[src/rtl/als_pkg.sv]
// Shared definitions for the PmodALS light-sensor path: display modes,
// capture FSM states and ADC frame field positions.
package als_pkg;

  localparam logic [1:0] MODE_THRESH = 2'b00;
  localparam logic [1:0] MODE_RAW    = 2'b01;
  localparam logic [1:0] MODE_BAR    = 2'b10;
  localparam logic [1:0] MODE_PEAK   = 2'b11;

  typedef enum logic [2:0] {
    ST_IDLE  = 3'd0,
    ST_SETUP = 3'd1,
    ST_SHIFT = 3'd2,
    ST_DONE  = 3'd3,
    ST_GAP   = 3'd4
  } cap_state_e;

  // ADC frame: 3 leading zeros, 8 data bits, 5 trailing bits
  localparam int DATA_MSB   = 12;
  localparam int DATA_LSB   = 5;
  localparam int FRAME_BITS = 16;

endpackage

[src/rtl/als_spi_rx.sv]
// SPI capture of one PmodALS frame per cycle of the capture FSM; cs and sck
// are registered so reset forces both high without waiting for a clock.
module als_spi_rx
  import als_pkg::*;
#(
  parameter int CLK_DIV    = 50,
  parameter int GAP_CYCLES = 1000
) (
  input  logic       clk,
  input  logic       rst_n,
  input  logic       sdo,
  output logic       cs,
  output logic       sck,
  output logic [7:0] raw,
  output logic       raw_valid,
  output cap_state_e state
);

  localparam int CNT_MAX = (CLK_DIV > GAP_CYCLES) ? CLK_DIV : GAP_CYCLES;
  localparam int CNT_W   = $clog2(CNT_MAX + 1);
  localparam logic [CNT_W-1:0] DIV_LAST = CNT_W'(CLK_DIV - 1);
  localparam logic [CNT_W-1:0] GAP_LAST = CNT_W'(GAP_CYCLES - 1);
  localparam logic [3:0]       BIT_LAST = 4'(FRAME_BITS - 1);

  cap_state_e            state_q, state_d;
  logic [CNT_W-1:0]      cnt_q, cnt_d;
  logic [3:0]            bit_q, bit_d;
  logic                  cs_q, cs_d;
  logic                  sck_q, sck_d;
  logic [FRAME_BITS-1:0] shift_q, shift_d;

  always_ff @(posedge clk or negedge rst_n) begin
    if (!rst_n) begin
      state_q <= ST_IDLE;
      cnt_q   <= '0;
      bit_q   <= '0;
      cs_q    <= 1'b1;
      sck_q   <= 1'b1;
      shift_q <= '0;
    end else begin
      state_q <= state_d;
      cnt_q   <= cnt_d;
      bit_q   <= bit_d;
      cs_q    <= cs_d;
      sck_q   <= sck_d;
      shift_q <= shift_d;
    end
  end

  always_comb begin
    state_d = state_q;
    cnt_d   = cnt_q;
    bit_d   = bit_q;
    cs_d    = cs_q;
    sck_d   = sck_q;
    shift_d = shift_q;
    case (state_q)
      ST_IDLE: begin
        state_d = ST_SETUP;
        cs_d    = 1'b0;
        cnt_d   = '0;
      end
      ST_SETUP: begin
        if (cnt_q == DIV_LAST) begin
          state_d = ST_SHIFT;
          cnt_d   = '0;
          bit_d   = '0;
          sck_d   = 1'b0;
        end else begin
          cnt_d = cnt_q + 1'b1;
        end
      end
      ST_SHIFT: begin
        if (cnt_q == DIV_LAST) begin
          cnt_d = '0;
          if (!sck_q) begin
            // sample on the same clk edge that raises sck
            sck_d   = 1'b1;
            shift_d = {shift_q[FRAME_BITS-2:0], sdo};
          end else if (bit_q == BIT_LAST) begin
            state_d = ST_DONE;
            cs_d    = 1'b1;
          end else begin
            sck_d = 1'b0;
            bit_d = bit_q + 4'd1;
          end
        end else begin
          cnt_d = cnt_q + 1'b1;
        end
      end
      ST_DONE: begin
        state_d = ST_GAP;
        cnt_d   = '0;
      end
      ST_GAP: begin
        if (cnt_q == GAP_LAST) begin
          state_d = ST_SETUP;
          cs_d    = 1'b0;
          cnt_d   = '0;
        end else begin
          cnt_d = cnt_q + 1'b1;
        end
      end
      default: state_d = ST_IDLE;
    endcase
  end

  // raw_valid is a single-cycle pulse with no back-pressure: the consumer
  // must take raw on the cycle raw_valid is high.
  assign raw       = shift_q[DATA_MSB:DATA_LSB];
  assign raw_valid = (state_q == ST_DONE);
  assign cs        = cs_q;
  assign sck       = sck_q;
  assign state     = state_q;

endmodule

[src/rtl/als_led_display.sv]
// Ambient-light display: averages PmodALS samples, tracks a peak and maps
// the result onto an LED bank in one of four switch-selected modes.
module als_led_display
  import als_pkg::*;
#(
  parameter int LED_W      = 16,
  parameter int CLK_DIV    = 50,
  parameter int GAP_CYCLES = 1000,
  parameter int AVG_LOG2   = 2
) (
  input  logic             clk,
  input  logic             rst_n,
  input  logic             sdo,
  input  logic [1:0]       mode,
  input  logic [7:0]       thresh,
  output logic             cs,
  output logic             sck,
  output logic [LED_W-1:0] led,
  output logic [7:0]       sample,
  output logic             sample_valid
);

  localparam int SUM_W    = 8 + AVG_LOG2;
  localparam int CNT_W    = (AVG_LOG2 > 0) ? AVG_LOG2 : 1;
  localparam int AVG_LAST = (1 << AVG_LOG2) - 1;

  logic [7:0] raw;
  logic       raw_valid;
  cap_state_e cap_state;

  als_spi_rx #(
    .CLK_DIV   (CLK_DIV),
    .GAP_CYCLES(GAP_CYCLES)
  ) u_spi_rx (
    .clk      (clk),
    .rst_n    (rst_n),
    .sdo      (sdo),
    .cs       (cs),
    .sck      (sck),
    .raw      (raw),
    .raw_valid(raw_valid),
    .state    (cap_state)
  );

  logic [SUM_W-1:0] sum_q, sum_d;
  logic [CNT_W-1:0] acnt_q, acnt_d;
  logic [7:0]       sample_q, sample_d;
  logic             sample_valid_q, sample_valid_d;
  logic [7:0]       peak_q, peak_d;
  logic [1:0]       mode_q;
  logic [LED_W-1:0] led_q, led_d;

  logic [SUM_W-1:0] total;
  logic [7:0]       avg_val;
  logic             raw_fire;
  logic             avg_fire;
  logic             enter_peak;
  logic [7:0]       peak_view;

  function automatic logic [LED_W-1:0] bar_mask(input logic [7:0] v);
    logic [15:0]      prod;
    logic [LED_W-1:0] m;
    prod = 16'(v) * 16'(LED_W + 1);
    for (int i = 0; i < LED_W; i++) begin
      m[i] = (i < int'(prod[15:8]));
    end
    return m;
  endfunction

  always_ff @(posedge clk or negedge rst_n) begin
    if (!rst_n) begin
      sum_q          <= '0;
      acnt_q         <= '0;
      sample_q       <= '0;
      sample_valid_q <= 1'b0;
      peak_q         <= '0;
      mode_q         <= MODE_THRESH;
      led_q          <= '0;
    end else begin
      sum_q          <= sum_d;
      acnt_q         <= acnt_d;
      sample_q       <= sample_d;
      sample_valid_q <= sample_valid_d;
      peak_q         <= peak_d;
      mode_q         <= mode;
      led_q          <= led_d;
    end
  end

  always_comb begin
    raw_fire       = raw_valid && (cap_state == ST_DONE);
    total          = sum_q + SUM_W'(raw);
    avg_val        = total[SUM_W-1:AVG_LOG2];
    avg_fire       = raw_fire && (acnt_q == CNT_W'(AVG_LAST));
    sum_d          = sum_q;
    acnt_d         = acnt_q;
    sample_d       = sample_q;
    sample_valid_d = 1'b0;
    if (avg_fire) begin
      sum_d          = '0;
      acnt_d         = '0;
      sample_d       = avg_val;
      sample_valid_d = 1'b1;
    end else if (raw_fire) begin
      sum_d  = total;
      acnt_d = acnt_q + 1'b1;
    end
  end

  // Entering peak mode restarts the peak; a coincident sample seeds it.
  always_comb begin
    enter_peak = (mode == MODE_PEAK) && (mode_q != MODE_PEAK);
    peak_d     = peak_q;
    if (enter_peak) begin
      peak_d = avg_fire ? avg_val : 8'd0;
    end else if (avg_fire && (avg_val > peak_q)) begin
      peak_d = avg_val;
    end
    peak_view = enter_peak ? 8'd0 : peak_q;
  end

  always_comb begin
    led_d = '0;
    case (mode)
      MODE_THRESH: led_d = (sample_q <= thresh) ? '1 : '0;
      MODE_RAW:    led_d = LED_W'(sample_q);
      MODE_BAR:    led_d = bar_mask(sample_q);
      MODE_PEAK:   led_d = bar_mask(peak_view);
      default:     led_d = '0;
    endcase
  end

  assign led          = led_q;
  assign sample       = sample_q;
  assign sample_valid = sample_valid_q;

endmodule

[config.mk]
export PLATFORM = sky130hd
export DESIGN_NAME = als_led_display
export DESIGN_NICKNAME = d
export VERILOG_FILES = /design/src/rtl/als_pkg.sv /design/src/rtl/als_spi_rx.sv /design/src/rtl/als_led_display.sv
export SDC_FILE = /design/constraint.sdc
export NUM_CORES = 1
export LEC_CHECK = 0
export CELL_PAD_IN_SITES_DETAIL_PLACEMENT = 1
export CELL_PAD_IN_SITES_GLOBAL_PLACEMENT = 2
export CORE_ASPECT_RATIO = 1.2
export CORE_MARGIN = 2
export CORE_UTILIZATION = 40
export DETAILED_ROUTE_END_ITERATION = 8
export GPL_ROUTABILITY_DRIVEN = 0
export PLACE_DENSITY = 0.93
export RECOVER_POWER = 100
export SYNTH_ARGS = -nofsm -noshare
export SYNTH_HDL_FRONTEND = slang
export SYNTH_SLANG_ARGS = --single-unit
[constraint.sdc]
create_clock -name clk -period 7.65 [get_ports clk]
set_clock_uncertainty 0.2 [all_clocks]
set_input_delay 2.295 -clock clk [delete_from_list [all_inputs] [get_ports clk]]
set_output_delay 2.295 -clock clk [all_outputs]
set_load 0.02 [all_outputs]
Yosys cells after proc, flatten, opt, wreduce, memory -nomap -nowiden --
Index checks and enable logic that the tools add are counted.
Cells by class: add/subtract/negate cells 4, $mul 2, $lt $le $gt $ge 34, equal/unequal tests 18, multiplexer cells 35, bitwise gates (word level) 1, reduce and logical (&&, ||, !) cells 17
Operator list (count):
- < comparator 4 x 5 -> 1 bit, first input constant | 16
- one-hot mux 16 bit (4 select lines) | 1
- < comparator 3 x 5 -> 1 bit, first input constant | 8
- 2-to-1 mux 10 bit | 4
- 2-to-1 mux 8 bit | 4
- one-hot mux 10 bit (3 select lines) | 1
- multiplier 8 x 5 -> 13 bit, second input constant | 2
- < comparator 1 x 5 -> 1 bit, first input constant | 4
- < comparator 2 x 5 -> 1 bit, first input constant | 4
- 2-to-1 mux 16 bit | 1
- 2-to-1 mux 4 bit | 4
- 2-to-1 mux 3 bit | 5
- one-hot mux 3 bit (5 select lines) | 1
- AND reduction 5 bit | 3
- adder 10 x 1 -> 10 bit, second input constant | 1
- adder 10 x 8 -> 10 bit | 1
- == test 10 bit, second input constant | 1
- == test 10 x 6 -> 1 bit, second input constant | 1
- inequality test 2 x 1 -> 1 bit, second input constant | 5
- 2-to-1 mux 1 bit | 9
- > comparator 8 bit | 1
- less-or-equal comparator 8 bit | 1
- one-hot mux 4 bit (2 select lines) | 1
- == test 2 bit, second input constant | 3
- 19 further kinds | 29
Storage, ports and cells: bits in registers 79, input bits 13, output and inout port bits 27, word-level logic and storage cells 124

Longest topological paths before layout --
Gate-level depths: netlist of run 1.
depth in word-level cells 6, depth in mapped cells 14, mapped depth without buffers 14

Cells and area by module --
From an unflattened synthesis of run 1, not the netlist that was laid out.
Unflattened totals: cells, all modules 506, area, all modules 5024.8 µm²
By module, submodules not included:
- als_led_display | instances 1, cells an instance 347, area each 3334.4 µm², sequential area each 1176.1 µm²
- als_spi_rx | instances 1, cells an instance 159, area each 1690.4 µm², sequential area each 803.3 µm²

Least setup slack after synthesis of run 1 --
Ideal clock, no wire load.
kind input-to-reg, from input port mode[0], to register led_q[8] (netlist: led[8]), library setup time 0.140 ns, arrival 4.907 ns, data required time 7.310 ns, slack 2.403 ns, cell stages on the path 12, cell sequence nand2_1 -> nor2_1 -> clkbuf_1 -> nor2_1 -> ha_1 -> ha_1 -> or2_2 -> a21oi_1 -> a21oi_1 -> or4_1 -> a211oi_1 -> o221ai_1
Between the ends: longest elaborated chain between the ends 6, elaborated cells between the ends (all ways) 9, those cells by class 1 x mul; 1 x order compare; 3 x eq/ne; 2 x mux; 2 x reduce/logical
RTL lines:
- from (decl) | line als_led_display.sv:14 | input logic [1:0] mode,
- == test 2 bit | line als_led_display.sv:112, als_led_display.sv:124
- logical AND 1 bit | line als_led_display.sv:112 | enter_peak = (mode == MODE_PEAK) && (mode_q != MODE_PEAK);
- 2-to-1 mux 8 bit | line als_led_display.sv:119 | peak_view = enter_peak ? 8'd0 : peak_q;
- multiplier 8 x 5 -> 13 bit | line als_led_display.sv:63 | prod = 16'(v) * 16'(LED_W + 1);
- < comparator 4 x 5 -> 1 bit | line als_led_display.sv:65 | m[i] = (i < int'(prod[15:8]));
- one-hot mux 16 bit (4 select lines) (*) | line als_led_display.sv:124 | case (mode)
- via led_d[8] | line als_led_display.sv:51 | logic [LED_W-1:0] led_q, led_d;
- to (signal assigned) | line als_led_display.sv:86 | led_q <= led_d;
- to (decl) | line als_led_display.sv:51
The timed path passes the listed nets; every way through them passes the cells marked *. A chain may end at the register's enable or synchronous reset.

Final worst setup path of run 1 --
from input port mode[1], to register led_q[8] (netlist: led[8])
The elaborated chain is that of the path after synthesis.

==> results of run 1 <==
## area by class of cell
cell class	instances	area (um2)
Fill cell	1365	6080
Multi-Input combinational cell	387	2600
Sequential cell	79	1980
Timing Repair Buffer	39	384
Clock buffer	11	253
Tap cell	157	196
Inverter	26	97.6
Clock inverter	5	32.5
## state kept, by name (all words and copies together), names as in the netlist
name / count
mode_q: 2
u_spi_rx.cs: 1
peak_q: 8
u_spi_rx.shift_q: 13
led: 16
sum_q: 10
u_spi_rx.cnt_q: 10
sample_valid: 1
u_spi_rx.bit_q: 4
u_spi_rx.state: 3
u_spi_rx.sck: 1
acnt_q: 2
sample: 8
## cells by family (layout without fill, tap and decap cells)
group	after synthesis	after routing	synth area share
buf+inv	47	81	0.0409
compound gates	133	133	0.182
fa+ha+maj	41	41	0.108
xor+xnor	16	16	0.0292
simple gates	181	181	0.185
flops	79	79	0.412
mux	16	16	0.0432
## Yosys cell counts (2+ instances only)
master and number:
mux2i_1 2, nand2_1 60, and2_1 7, dfstp_2 2, o311ai_0 3, ha_1 40, nor4_1 2, a211o_1 2
and4_1 4, a31oi_1 5, a21oi_1 31, mux2_4 8, nor2b_1 7, a22o_1 14, clkinv_1 2, dfrtp_1 77
mux2_2 6, or3_1 6, nand4_1 3, or4_1 2, o31ai_1 4, a211oi_1 2, o2111ai_1 2, xnor2_1 8
o21ai_0 34, nand3_1 21, clkbuf_1 17, a2bb2oi_1 2, nand2b_1 4, o211ai_1 6, xor2_1 8, inv_1 24
and3_1 3, nor3_1 12, a21o_1 9, nand3b_1 5, nor2_1 36, o21a_1 6, or2_2 3
## power breakdown
group | internal (uW) | total (uW) | switching [uW]
clock network | 237 | 409 | 172
logic | 16.4 | 44.0 | 27.6
registers | 423 | 425 | 1.33
total | 677 | 877 | 201
## through the flow
stage               hold WS [ns]  std cells  cell area, um2  utilization  setup WS [ns]
floorplan                  0.253        513            4800            -           2.40
global placement           0.267        688            5290        0.455           1.24
detailed placement         0.283        688            5290        0.455           1.05
CTS                        0.305        704            5580        0.480           1.41
global route               0.322        704            5540        0.477          0.734
finish                     0.286        704            5540        0.477           1.27
## worst max-delay path by stage
| stage | startpoint | to | slack, ns | cells past startpoint |
|---|---|---|---|---|
| floorplan | mode[0] | led[8]$_DFF_PN0_ | 2.40 | 12 |
| global placement | mode[1] | led[8]$_DFF_PN0_ | 1.24 | 12 |
| detailed placement | mode[1] | led[8]$_DFF_PN0_ | 1.05 | 12 |
| CTS | mode[1] | led[8]$_DFF_PN0_ | 1.41 | 12 |
| global route | rst_n | u_spi_rx.shift_q[0]$_DFFE_PN0P_ | 0.73 | 1 |
| finish | mode[1] | led[8]$_DFF_PN0_ | 1.27 | 12 |
## metal layers
metal,vias up,global-route usage,share of wire
met5,-,0,0
met4,0,0.113,0.035
met3,28,0.0304,0.026
met2,63,0.365,0.52
met1,1974,0.219,0.42
li1,1900,-,-
==> impl_metrics.csv, run 1 <==
group,metric,value,unit
run_status,run_status,"complete, but fails checks",
run_status,violations,"max-capacitance violations, max-slew violations",
floorplanning,die_height,124,um
finish,area_delta_synth_final,15.3,%
logic_synthesis,synth_fp_nets,567,
finish,fin_nets,596,
sta,setup-tns-final,0,ns
worst_setup_path,r2r-end,"led[8]$_DFF_PN0_",
logic_synthesis,synth_seq_area_share,0.412,
drt,drt_iter0_markers,97,
grt,overflow,0,
worst_setup_path,crit_slowest_cell,"dlygate4sd3_1",
sta,timing.final.crit_period,6.38,ns
floorplanning,dieArea,12900,um2
sta,max_clock_freq,0.157,GHz
worst_setup_path,reg2reg_depth,11,
cts,ctsResizeCount,0,
logic_synthesis,syn_area,4800,um2
finish,drive_gt1_frac,0.0548,
logic_synthesis,synth_edf_count,0,
worst_setup_path,cp_cell_sequence,"dlygate4sd3_1, nand2_1, nor2_1, nor2_1, ha_1, ha_1, and4_1, o21ai_0, a21oi_1, or4_1, a211oi_1, o221ai_1",
floorplanning,core,11600,um2
worst_setup_path,crit_path_end_kind,"flip-flop",
grt,grt_pass1_wl,20300,um
floorplanning,initial_core_util,0.413,
logic_synthesis,synthFlopType,"dfrtp_1",
finish,final_common_cell,"dfrtp_1",
cts,post_cts_buffers,0,
power_and_ir_drop,ir_worst_vdd,0.0000843,V
drt,via_count,3965,
worst_setup_path,critPathKind,"in -> reg",
placement,port_buffers,39,
sta,slew_violations,80,
worst_setup_path,max_stage_delay,0.79,ns
grt,grt_use_total,0.198,
logic_synthesis,yosysWarnings,0,
power_and_ir_drop,p_leak,0.00263,uW
logic_synthesis,yosys_register_bits,79,
hold_path,min_path_type,"reg -> reg",
logic_synthesis,synth_top_area_frac,0.401,
drt,ant_nets,0,
worst_setup_path,cp.required,7.64,ns
logic_synthesis,ys_top_cells_by_area,"dfrtp_1 (40%), ha_1 (10%), nand2_1 (4.7%)",
worst_setup_path,arrival,6.38,ns
placement,hpwl,8800,um
worst_setup_path,crit_family,"simple AND/OR/NAND/NOR gates",
logic_synthesis,syn_avg_cell_area,9.37,um2
drt,drt-total-wl,12100,um
sta,rsz0062_at_grt,"no",
grt,first_global_vias,4201,
sta,tightest_slew,4.24,ns
grt,grt_max_degree,80,
worst_setup_path,startpoint_type,"input pin",
drt,avgViaCountPerCell,5.63,
cts,cts_buffers,9,
power_and_ir_drop,powerDensity,158,nW/um2
floorplanning,num_rows,43,
hold_path,worstHoldEndpoint,"u_spi_rx.shift_q[4]$_DFFE_PN0P_",
drt,drcViolationCount,0,
floorplanning,die_x,104,um
drt,drtPass1Iterations,4,
sta,hold_viol_final,0,
sta,setup_violations,0,
logic_synthesis,async_flop_share,1.00,
worst_setup_path,critPathMaxFanout,14,
drt,wl_per_cell,17.2,um
cts,clk_path_buf_depth,2,
logic_synthesis,netlist-cell-type-count,63,
worst_setup_path,timing.rr.start,"mode_q[0]$_DFF_PN0_",
cts,htreeDepth,3,
cts,cts_tree,"built",
cts,cts_root_buf,"clkbuf_16",
hold_path,whs_path_depth,1,
floorplanning,io_pins,40,
cts,path_clk_slew,0.06,ns
job,maxCapViolCount,1,
hold_path,hold_start,"u_spi_rx.shift_q[3]$_DFFE_PN0P_",
worst_setup_path,reg2reg_slack,3.68,ns
grt,antenna_found_initial,0,
finish,num_antenna_cells,0,
logic_synthesis,synthCells,513,
cts,clock-sinks,79,
sta,max-slew-margin-rel,-1.83,
power_and_ir_drop,power,877,uW
logic_synthesis,synth_area_leader_cell,"dfrtp_1",
cts,clk_latency,0.34,ns
cts,cts_hold_buf,0,
finish,layout_common_cells,"dfrtp_1 (77), nand2_1 (60), ha_1 (40)",
worst_setup_path,crit_buf_inv,1,
sta,finalCritPeriodShare,0.835,
No activity file was read; power rests on OpenSTA's default activity.
==> run 2: changes to the inputs <==
Settings changed: CORE_UTILIZATION 40 to 37, PLACE_DENSITY 0.93 to 0.87.
Clock period 7.65 ns to 6.7 ns, I/O delays scaled along.
==> run 2 against run 1 <==
The run now ends clean. Global-route usage shrank 1.3 points. Power grew 17%. Via count shrank 2.1%. Sequential power grew 14%. Die area grew 7.8%. Critical path depth grew 1. Sequential share of layout area shrank 0.18 points. First-iteration DRC count grew 27%. Critical path type unchanged. Largest power group is now the clock network. Highest routed layer unchanged.
==> impl_metrics.csv, run 2 (synthesis gave the netlist of run 1 again) <==
group,metric,value,unit
grt,overflow,0,
cts,cts_buffers,9,
sta,slew_violations,0,
drt,drcViolationCount,0,
drt,via_count,3881,
sta,hold_viol_final,0,
grt,antenna_found_initial,0,
cts,path_clk_slew,0.06,ns
power_and_ir_drop,p_leak,0.00264,uW
drt,ant_nets,0,
floorplanning,core,12700,um2
sta,finalCritPeriodShare,0.885,
job,maxCapViolCount,0,
finish,fillCellCount,1465,
floorplanning,die_height,129,um
grt,first_global_vias,4276,
floorplanning,dieArea,13900,um2
cts,cts_tree,"built",
sta,timing.final.crit_period,5.93,ns
sta,max-slew-margin-rel,0.321,
finish,final_common_cell,"dfrtp_1",
finish,layout_common_cells,"dfrtp_1 (77), nand2_1 (60), ha_1 (40)",
finish,largest_reg_flops,16,
cts,cts_hold_buf,0,
sta,setup-tns-final,0,ns
worst_setup_path,crit_path_end_kind,"flip-flop",
finish,drive_gt1_frac,0.0531,
floorplanning,num_rows,45,
finish,final_util,0.439,
drt,drtPass1Iterations,4,
drt,avgViaCountPerCell,5.47,
worst_setup_path,arrival,5.93,ns
finish,area_delta_synth_final,15.9,%
drt,wl_per_cell,16.5,um
cts,clock-sinks,79,
power_and_ir_drop,ir_worst_vdd,0.000122,V
floorplanning,io_pins,40,
cts,cts_root_buf,"clkbuf_16",
finish,fin_nets,597,
sta,max_clock_freq,0.169,GHz
drt,drt_iter0_markers,123,
power_and_ir_drop,power,1030,uW
finish,num_antenna_cells,0,
sta,tightest_slew,1.02,ns
floorplanning,die_x,108,um
grt,grt_use_total,0.185,
placement,hpwl,8700,um
placement,port_buffers,39,
placement,dpl-instance-area,5310,um2
sta,setup_violations,0,
sta,rsz0062_at_grt,"no",
cts,post_cts_buffers,0,
cts,clk_path_buf_depth,2,
hold_path,min_path_type,"reg -> reg",
floorplanning,initial_core_util,0.379,
worst_setup_path,critPathMaxFanout,13,
worst_setup_path,critPathKind,"in -> reg",
run_status,run_status,"finished clean",
finish,final_area,5570,um2
grt,grt_max_degree,80,
cts,ctsResizeCount,0,
drt,drt-total-wl,11700,um
grt,grt_pass1_wl,20600,um
worst_setup_path,cp.required,6.70,ns
power_and_ir_drop,powerDensity,185,nW/um2
cts,clk_latency,0.34,ns
cts,htreeDepth,3,
worst_setup_path,startpoint_type,"input pin",
-- run 2: final timing paths --
kind / start / end / slack [ns] / cells past startpoint
max: mode[0] / led[8]$_DFF_PN0_ / 0.77 / 13
min: sum_q[0]$_DFFE_PN0P_ / sum_q[0]$_DFFE_PN0P_ / 0.28 / 2
max reg2reg: u_spi_rx.shift_q[5]$_DFFE_PN0P_ / peak_q[2]$_DFFE_PN0P_ / 2.78 / 14
min reg2reg: sum_q[0]$_DFFE_PN0P_ / sum_q[0]$_DFFE_PN0P_ / 0.28 / 2
max in group asynchronous: rst_n / u_spi_rx.state[2]$_DFFE_PN0P_ / 3.99 / 1
min in group asynchronous: rst_n / led[1]$_DFF_PN0_ / 1.62 / 1
-- run 2: cell type report --
| class | count | area [um2] | area share |
|---|---|---|---|
| multi-input cells | 387 | 2600 | 0.466 |
| flip-flops and latches | 79 | 1980 | 0.356 |
| repair buffers | 40 | 392 | 0.0704 |
| clock buffers | 11 | 253 | 0.0454 |
| well taps | 164 | 205 | 0.0369 |
| inverters | 26 | 97.6 | 0.0175 |
| clock inverters | 3 | 43.8 | 0.00787 |
-- run 2: layer usage --
metal / GRT usage / up-vias / routed length (um)
li1: - / 1898 / -
met1: 0.219 / 1912 / 5110
met2: 0.331 / 50 / 6010
met3: 0.0344 / 21 / 313
met4: 0.0694 / 0 / 306
met5: 0 / - / 0
-- run 2: where the power goes --
group | total (uW) | switching [uW] | internal (uW)
clock network | 492 | 188 | 305
registers | 485 | 1.49 | 483
logic | 50.6 | 31.5 | 19.1
-- run 2: per-stage QoR --
stage,cells,setup slack (ns),hold slack (ns)
finish,710,0.772,0.285
global route,710,0.407,0.309
global placement,696,0.908,0.269
CTS,710,1.10,0.293
detailed placement,696,0.779,0.279
floorplan,513,1.74,0.253
-- run 2: critical path, cell delays in order --
cell           delay, ns
dlygate4sd3_1       0.81
nand2_1             0.22
nor2_1              0.22
clkbuf_1            0.43
nor2_1              0.08
ha_1                0.31
ha_1                0.31
or2_2               0.29
a21oi_1             0.20
a21oi_1             0.16
or4_1               0.45
a211oi_1            0.28
o221ai_1            0.16
